**config.mk**
```make
export PLATFORM = sky130hd
export DESIGN_NAME = uart_stream_fifo
export DESIGN_NICKNAME = d
export VERILOG_FILES = /design/src/rtl/robin_pkg.sv /design/src/rtl/fifo_ram.sv /design/src/rtl/uart_stream_fifo.sv
export SDC_FILE = /design/constraint.sdc
export NUM_CORES = 1
export LEC_CHECK = 0
export ABC_AREA = 1
export CAP_MARGIN = 20
export CORE_UTILIZATION = 55
export DETAILED_ROUTE_END_ITERATION = 12
export PLACE_DENSITY = 0.78
export SETUP_SLACK_MARGIN = 0.15
export SLEW_MARGIN = 20
export SYNTH_ARGS = -nofsm -noshare
export SYNTH_HDL_FRONTEND = slang
export SYNTH_SLANG_ARGS = --single-unit
```
**constraint.sdc**
```tcl
create_clock -name CLK -period 6 [get_ports CLK]
set_clock_uncertainty 0.05 [all_clocks]
set_input_delay 0.9 -clock CLK [delete_from_list [all_inputs] [get_ports CLK]]
set_output_delay 0.9 -clock CLK [all_outputs]
set_load 0.01 [all_outputs]
```
**src/rtl/robin_pkg.sv**
```systemverilog
// robin_pkg: shared types and defaults for the uart stream FIFOs.
//   fifo_state_e   : read-side prefetch state (EMPTY / FETCH / VALID)
//   DEF_DATA_WIDTH : default entry width
//   DEF_ADDR_WIDTH : default log2 depth
package robin_pkg;

    localparam int DEF_DATA_WIDTH = 8;
    localparam int DEF_ADDR_WIDTH = 4;

    typedef enum logic [1:0] {
        ST_EMPTY = 2'd0,   // nothing presented, nothing in flight
        ST_FETCH = 2'd1,   // RAM read issued this cycle, head lands next edge
        ST_VALID = 2'd2    // head entry presented on rd_data
    } fifo_state_e;

endpackage

```
**src/rtl/fifo_ram.sv**
```systemverilog
// fifo_ram: simple dual-port RAM, synchronous write, registered read.
// Written so it maps onto an iCE40 EBR (no reset on array or read register).
//   CLK   : clock
//   we    : write enable, waddr/wdata written at posedge
//   re    : read enable, rdata <= mem[raddr] at posedge
//   rdata : registered read data, holds while re is low
module fifo_ram #(
    parameter int DATA_WIDTH = 8,
    parameter int ADDR_WIDTH = 4
) (
    input  logic                  CLK,
    input  logic                  we,
    input  logic [ADDR_WIDTH-1:0] waddr,
    input  logic [DATA_WIDTH-1:0] wdata,
    input  logic                  re,
    input  logic [ADDR_WIDTH-1:0] raddr,
    output logic [DATA_WIDTH-1:0] rdata
);

    logic [DATA_WIDTH-1:0] mem [0:(2**ADDR_WIDTH)-1];

    always_ff @(posedge CLK) begin
        if (we) mem[waddr] <= wdata;
        if (re) rdata <= mem[raddr];
    end

endmodule

```
**src/rtl/uart_stream_fifo.sv**
```systemverilog
// uart_stream_fifo: synchronous FIFO with valid/ready on both sides and a
// first-word-fall-through read port, used on the uart RX and TX paths.
//   CLK, RST      : clock, asynchronous active-high reset
//   flush         : synchronous clear of contents (overflow flag kept)
//   wr_valid/wr_ready/wr_data : write handshake, wr_ready = !full
//   rd_valid/rd_ready/rd_data : read handshake, rd_data is the head entry
//   count         : entries accepted and not yet popped (0..DEPTH)
//   almost_full   : count >= AF_LEVEL (registered)
//   overflow      : sticky, set on write attempt while full
//   clr_overflow  : clears overflow (a new overflow in the same cycle wins)
module uart_stream_fifo
    import robin_pkg::*;
#(
    parameter int DATA_WIDTH = DEF_DATA_WIDTH,
    parameter int ADDR_WIDTH = DEF_ADDR_WIDTH,
    parameter int AF_LEVEL   = 12
) (
    input  logic                  CLK,
    input  logic                  RST,
    input  logic                  flush,
    input  logic                  wr_valid,
    output logic                  wr_ready,
    input  logic [DATA_WIDTH-1:0] wr_data,
    output logic                  rd_valid,
    input  logic                  rd_ready,
    output logic [DATA_WIDTH-1:0] rd_data,
    output logic [ADDR_WIDTH:0]   count,
    output logic                  almost_full,
    output logic                  overflow,
    input  logic                  clr_overflow
);

    localparam int DEPTH = 2**ADDR_WIDTH;
    localparam logic [ADDR_WIDTH:0] DEPTH_C = (ADDR_WIDTH+1)'(DEPTH);
    localparam logic [ADDR_WIDTH:0] AF_C    = (ADDR_WIDTH+1)'(AF_LEVEL);
    localparam logic [ADDR_WIDTH:0] ONE_C   = (ADDR_WIDTH+1)'(1);

    fifo_state_e           state_q, state_d;
    logic [ADDR_WIDTH-1:0] wr_ptr_q, rd_ptr_q;
    logic [ADDR_WIDTH:0]   count_q, count_d;
    logic                  af_q, ovf_q;
    logic                  push, pop, rd_en;
    logic [DATA_WIDTH-1:0] ram_rdata;

    // Full/empty come from the registered count only, so a pop never
    // re-opens wr_ready in the same cycle.
    assign wr_ready    = (count_q != DEPTH_C);
    assign rd_valid    = (state_q == ST_VALID);
    // The RAM read register is the output register; it has no reset (EBR),
    // so it is masked to zero whenever no head is presented.
    assign rd_data     = rd_valid ? ram_rdata : '0;
    assign count       = count_q;
    assign almost_full = af_q;
    assign overflow    = ovf_q;

    assign push = wr_valid & wr_ready & ~flush;
    assign pop  = rd_valid & rd_ready & ~flush;

    always_comb begin
        count_d = count_q;
        if (flush)              count_d = '0;
        else if (push && !pop)  count_d = count_q + ONE_C;
        else if (pop && !push)  count_d = count_q - ONE_C;
    end

    // Prefetch FSM. count includes the presented head, so in VALID another
    // entry is waiting in RAM exactly when count > 1.
    always_comb begin
        state_d = state_q;
        rd_en   = 1'b0;
        if (flush) begin
            state_d = ST_EMPTY;
        end else begin
            case (state_q)
                ST_EMPTY: if (count_q != '0) state_d = ST_FETCH;
                ST_FETCH: begin
                    rd_en   = 1'b1;
                    state_d = ST_VALID;
                end
                ST_VALID: if (pop) begin
                    if (count_q > ONE_C) rd_en = 1'b1;        // next head, no bubble
                    else if (push)       state_d = ST_FETCH;  // entry written this edge
                    else                 state_d = ST_EMPTY;
                end
                default: state_d = ST_EMPTY;
            endcase
        end
    end

    always_ff @(posedge CLK or posedge RST) begin
        if (RST) begin
            state_q  <= ST_EMPTY;
            wr_ptr_q <= '0;
            rd_ptr_q <= '0;
            count_q  <= '0;
            af_q     <= 1'b0;
            ovf_q    <= 1'b0;
        end else begin
            state_q <= state_d;
            count_q <= count_d;
            af_q    <= (count_d >= AF_C);
            if (flush) begin
                wr_ptr_q <= '0;
                rd_ptr_q <= '0;
            end else begin
                if (push)  wr_ptr_q <= wr_ptr_q + 1'b1;
                if (rd_en) rd_ptr_q <= rd_ptr_q + 1'b1;
            end
            if (wr_valid && !wr_ready && !flush) ovf_q <= 1'b1;
            else if (clr_overflow)               ovf_q <= 1'b0;
        end
    end

    fifo_ram #(
        .DATA_WIDTH(DATA_WIDTH),
        .ADDR_WIDTH(ADDR_WIDTH)
    ) u_ram (
        .CLK   (CLK),
        .we    (push),
        .waddr (wr_ptr_q),
        .wdata (wr_data),
        .re    (rd_en),
        .raddr (rd_ptr_q),
        .rdata (ram_rdata)
    );

endmodule
```
== Yosys cells after proc, flatten, opt, wreduce, memory -nomap -nowiden ==
Memories as Yosys holds them, arrays and structs flattened. A register that Yosys moved wholly into a read port is not among the register bits.
Index checks and enable logic that the tools add are counted.

* Input bits: 14
* Logic and storage cells: 60
* RAM bits: 128
* Memories: 1
* ROM bits: 0
* Bits in latches: 0
* Register bits: 17

* Reduce and logical (&&, ||, !) cells: 14
* Magnitude comparators: 2
* Shift operators: 0
* Equal/unequal tests: 6
* Multipliers: 0
* Divide/modulo/power cells: 0
* Multiplexer cells: 22
* Bitwise gates (word level): 5
* Add/sub/neg operators: 4

{| class="wikitable"
|+ Memories
! name !! words !! bits a word !! rd ports !! clocked after memory_dff !! wr ports !! line !! source
|-
| u_ram.mem || 16 || 8 || 1 || 1 || 1 || fifo_ram.sv:20 || <nowiki>logic [DATA_WIDTH-1:0] mem [0:(2**ADDR_WIDTH)-1];</nowiki>
|}

{| class="wikitable"
|+ Operator list
! cell !! count
|-
| $mux 4 || 4
|-
| $mux 5 || 3
|-
| $add 4x1->4 const B || 2
|-
| $mux 1 || 8
|-
| $mux 2 || 4
|-
| $mux 8 || 1
|-
| $ne 3x3->1 const B || 2
|-
| $pmux 2 s3 || 1
|-
| $reduce_bool 2->1 || 3
|-
| $add 5x1->5 const B || 1
|-
| $ge 5x4->1 const B || 1
|-
| $gt 5x1->1 const B || 1
|-
| $ne 5x5->1 const B || 1
|-
| $reduce_bool 5->1 || 1
|-
| $sub 5x1->5 const B || 1
|-
| $and 1x1->1 || 4
|-
| $logic_and 1x1->1 || 4
|-
| $logic_not 1->1 || 4
|-
| $ne 3x2->1 const B || 1
|-
| $reduce_and 3->1 || 1
|-
| $eq 2x1->1 const B || 1
|-
| $eq 2x2->1 const B || 1
|-
| $logic_not 2->1 || 1
|-
| $pmux 1 s2 || 1
|-
| $not 1->1 || 1
|}

== Depth between registers and ports, before layout ==
* Depth in word-level cells: 9
* Depth in mapped cells: 11
* Mapped depth without buffers: 11

== By module ==
Synthesis repeated with hierarchy kept, for this count alone.

* Cell total of the unflattened synthesis: 716
* Area, all modules: 7,083.0 um^2

{| class="wikitable"
|+ By module, submodules not included
! module !! sequential area each (um^2) !! instances !! area an instance (um^2) !! cells each
|-
| fifo_ram || 4,083.9 || 1 || 5,846.9 || 551
|-
| uart_stream_fifo || 425.4 || 1 || 1,236.2 || 165
|}

== Least setup slack after synthesis ==
Ideal clock, no wire load.

* Path kind: input port to flip-flop
* Start point: input port flush
* End point: register u_ram.rdata[0] (read register of u_ram.mem) (enable)
* Library setup time: 0.374 ns
* Buffers on the path: 0
* Arrival time: 1.814 ns
* Stages: 5
* Data required time: 5.576 ns
* Path slack: 3.762 ns
* Cells stage by stage: inv_2 nand3_4 o21bai_1 nand2_2 nor2_1

* Longest elaborated chain between the ends: 5

{| class="wikitable"
|+ Ends and longest elaborated chain
! item !! line !! source
|-
| from (decl) || uart_stream_fifo.sv:20 || <nowiki>input logic flush,</nowiki>
|-
| $not 1->1 || uart_stream_fifo.sv:57 || <nowiki>assign pop = rd_valid & rd_ready & ~flush;</nowiki>
|-
| $and 1x1->1 || uart_stream_fifo.sv:57 ||
|-
| $mux 1 || uart_stream_fifo.sv:80 || <nowiki>ST_VALID: if (pop) begin</nowiki>
|-
| $pmux 1 s2 || uart_stream_fifo.sv:74 || <nowiki>case (state_q)</nowiki>
|-
| $mux 1 (*) || uart_stream_fifo.sv:71 || <nowiki>if (flush) begin</nowiki>
|-
| named net rd_en || uart_stream_fifo.sv:42 || <nowiki>logic push, pop, rd_en;</nowiki>
|-
| to (decl) || fifo_ram.sv:17 || <nowiki>output logic [DATA_WIDTH-1:0] rdata</nowiki>
|}

The timed path passes the listed nets; every way through them passes the cells marked *.
A chain may end at the register's enable or synchronous reset.

== Final worst setup path ==
* Start point: register state_q[0]
* End point: output port rd_data[1]

* Longest elaborated chain between the ends: 2

{| class="wikitable"
|+ Ends and longest elaborated chain
! item !! line !! source
|-
| from (decl) || uart_stream_fifo.sv:38 || <nowiki>fifo_state_e state_q, state_d;</nowiki>
|-
| from (signal assigned) || uart_stream_fifo.sv:99 || <nowiki>state_q <= state_d;</nowiki>
|-
| $eq 2x2->1 || uart_stream_fifo.sv:48 || <nowiki>assign rd_valid = (state_q == ST_VALID);</nowiki>
|-
| $mux 8 || uart_stream_fifo.sv:51 || <nowiki>assign rd_data = rd_valid ? ram_rdata : '0;</nowiki>
|-
| to (decl) || uart_stream_fifo.sv:26 || <nowiki>output logic [DATA_WIDTH-1:0] rd_data,</nowiki>
|}

Every way passes these cells.

==> impl_metrics.ini <==
[run_status]
status = finished, violations left
violations = DRC

[synthesis]
synth-edff-count = 136
yosysWarnings = 0
ys.flop_type = edfxtp_1
syn_area_sq_mm = 0.00661
syn-instance-count = 579
synth.distinct_cells = 31
ys_ff_latch = 153
avgSynthCellArea_sq_um = 11.4
syn-num-nets = 606
async_reset_ff_share_pct = 11.1
ys_seq_area_share_pct = 68.3

[cells_and_area]
design_area_sq_mm = 0.00751
nets = 633
antenna_cells = 0
drive_above_1_share_pct = 7.12
syn_to_final_growth_pct = 13.7

[timing]
timing.hold.ws_ps = 488
period_minus_slack_ps = 3090
finalSetupTns_ps = 0
clock.fmax_ghz = 0.324
drv_slew = 0
min_period_over_period_pct = 51.5
setup_viol = 0
max_slew_margin_pct = 41.3
worst_pin_slew_ps = 879
rsz0062_at_grt = no
hold_viol = 0

[clock_network]
clockBufferDepth = 2
cts_root_buffer = clkbuf_16
clkSlewWorstSetupHoldPaths_ps = 60
ctsHoldBuffers = 0
cts.sinks = 153
cts_resized = 0
h-tree-depth = 4
numCtsBuffers = 17
post_cts_buffers = 0
insertion_delay_ps = 430
cts_tree = built

[global_route]
grt_pass1_wl_mm = 23.6
antenna_found_initial = 0
grt_max_degree = 79
grt-ovfl-total = 0
grt_use_total_pct = 26.2
grt_pass1_vias = 4445

[placement]
dp_hpwl_mm = 9.69
placed_cell_area_sq_mm = 0.00697
portBuffers = 30
finalWeightedCongestion = 0.930

[min_path]
hp-class = flop to flop

[setup_path]
reg2reg_slack_ps = 3080
critical_path.max_fanout = 12
critPathRequiredTime_ps = 5050
crit_slowest_cell = clkdlybuf4s50_1
critPathMaxStageDelay_ps = 540
critical_path_class = flop to output port
crit_top_cell = inv_1
crit_arrival_ps = 2140
cp-end-kind = output port
cp-start-kind = flop
path_cells = inv_1 > ha_1 > nand2_1 > inv_1 > clkdlybuf4s50_1

[power_and_ir_drop]
cellPowerDensity_mw_per_mm2 = 349
power_w = 0.00262
peakVddDrop_uv = 201
power_leakage_nw = 2.79

[floorplan]
start_util_pct = 57.1
num_rows = 39
dieArea_sq_mm = 0.0125
die-width_microns = 112
num_io_pins = 31
die_y_microns = 112
coreArea_sq_mm = 0.0116

[drt]
drtIter0Drc = 449
viasPerCell = 5.95
vias = 4526
drt-pass1-iter-count = 11
wl_mm = 15.2
ant_nets = 0
drc = 1
routedWlPerCell_microns = 20.0

[flow_run]
drv_cap = 0
==> where the power goes <==
| part | internal [W] | switching [W] |
|---|---|---|
| Combinational | 0.000137 | 0.000298 |
| Clock | 0.000568 | 0.000404 |
| Sequential | 0.00120 | 0.0000193 |
| Total | 0.00190 | 0.000721 |
==> per-layer routing <==
layer	GRT usage [%]	wire length [microns]	vias up
met5	0	0	-
met4	11.4	368	0
met3	8.38	1580	36
met2	42.2	7300	257
met1	32.8	5940	2158
li1	-	-	2075
==> cell usage in the layout, fill, tap and decap left out <==
cell,count
edfxtp_1,136
nand2_1,114
nor2_1,76
o21ai_0,48
inv_1,43
clkdlybuf4s50_1,30
nand3_1,28
clkbuf_16,17
dfrtp_1,16
o211ai_1,15
a21oi_1,14
ha_1,13
o2111ai_1,7
o22ai_1,6
inv_2,5
nand4_1,5
o21ai_1,5
xor2_1,4
clkinvlp_4,4
clkbuf_1,4
nor2_2,3
o31ai_1,3
a31oi_1,3
nand3_4,2
inv_6,2
clkinv_2,2
buf_4,2
nor2_4,1
nand2_4,1
inv_4,1
o21bai_1,1
nand2_2,1
o32ai_1,1
nand3b_1,1
nor3_1,1
bufinv_16,1
clkinv_4,1
dfrtp_2,1
==> area by class of cell <==
class                      instances  area, sq um
sequential                       153         4510
fill                             847         4060
multi-input combinational        353         1780
clock buffer                      21          440
timing repair buffer              32          315
inverter                          49          186
tap                              143          179
clock inverter                    10         96.3
==> registers in the layout, summed over array words and instances, names as in the netlist <==
name         count
almost_full      1
count            5
overflow         1
rd_ptr_q         4
state_q          2
u_ram.mem      128
u_ram.rdata      8
wr_ptr_q         4
==> logic make-up (layout without fill, tap and decap cells) <==
kind of cell             after synthesis  in the layout  synth area share (%)
XOR/XNOR                               4              4                 0.530
AO/OA/AOI/OAI                        103            103                  9.15
buffers and inverters                 73            112                  4.77
flip-flops                           153            153                  68.3
AND/OR/NAND/NOR                      233            233                  14.8
adder cells (fa/ha/maj)               13             13                  2.46
==> path summary, 6_finish.rpt <==
check,from,end,cells past startpoint
worst max-delay path,state_q[0]$_DFFE_PP0P_,rd_data[1],5
worst min-delay path,overflow$_DFFE_PP0P_,overflow$_DFFE_PP0P_,2
worst max register to register,rd_ptr_q[0]$_DFFE_PP0P_,u_ram.rdata[4]$_DFFE_PP_,6
worst min register to register,overflow$_DFFE_PP0P_,overflow$_DFFE_PP0P_,2
max in group asynchronous,RST,rd_ptr_q[0]$_DFFE_PP0P_,2
min in group asynchronous,RST,overflow$_DFFE_PP0P_,2
==> stage by stage <==
step	instances	util (%)	setup WS, ps
floorplan	579	-	3760
finish	761	64.9	2910
global placement	730	60.3	2830
global route	761	64.9	2790
detailed placement	730	60.3	2770
CTS	761	64.9	2870
==> cell usage after synthesis (2+ instances only) <==
cell type	count	area (sq um)
o21ai_0	48	240
edfxtp_1	136	4080
a31oi_1	3	18.8
dfrtp_1	17	425
nor2_2	3	18.8
o22ai_1	6	37.5
xor2_1	4	35.0
nand3_1	28	140
o31ai_1	3	22.5
ha_1	13	163
nand3_4	2	35.0
clkbuf_1	5	18.8
buf_4	6	45.0
buf_2	13	65.1
o2111ai_1	7	61.3
inv_1	43	161
o21ai_1	5	25.0
inv_2	5	18.8
o211ai_1	15	113
nand4_1	5	31.3
nor2_1	76	285
nand2_1	114	428
a21oi_1	14	70.1
==> critical path: cells and delay by family (launching register included) <==
family	cells	cell delay, ps
buf+inv	3	720
fa+ha+maj	1	470
flops	1	410
simple gates	1	110
(Power assumes the default switching activity.)
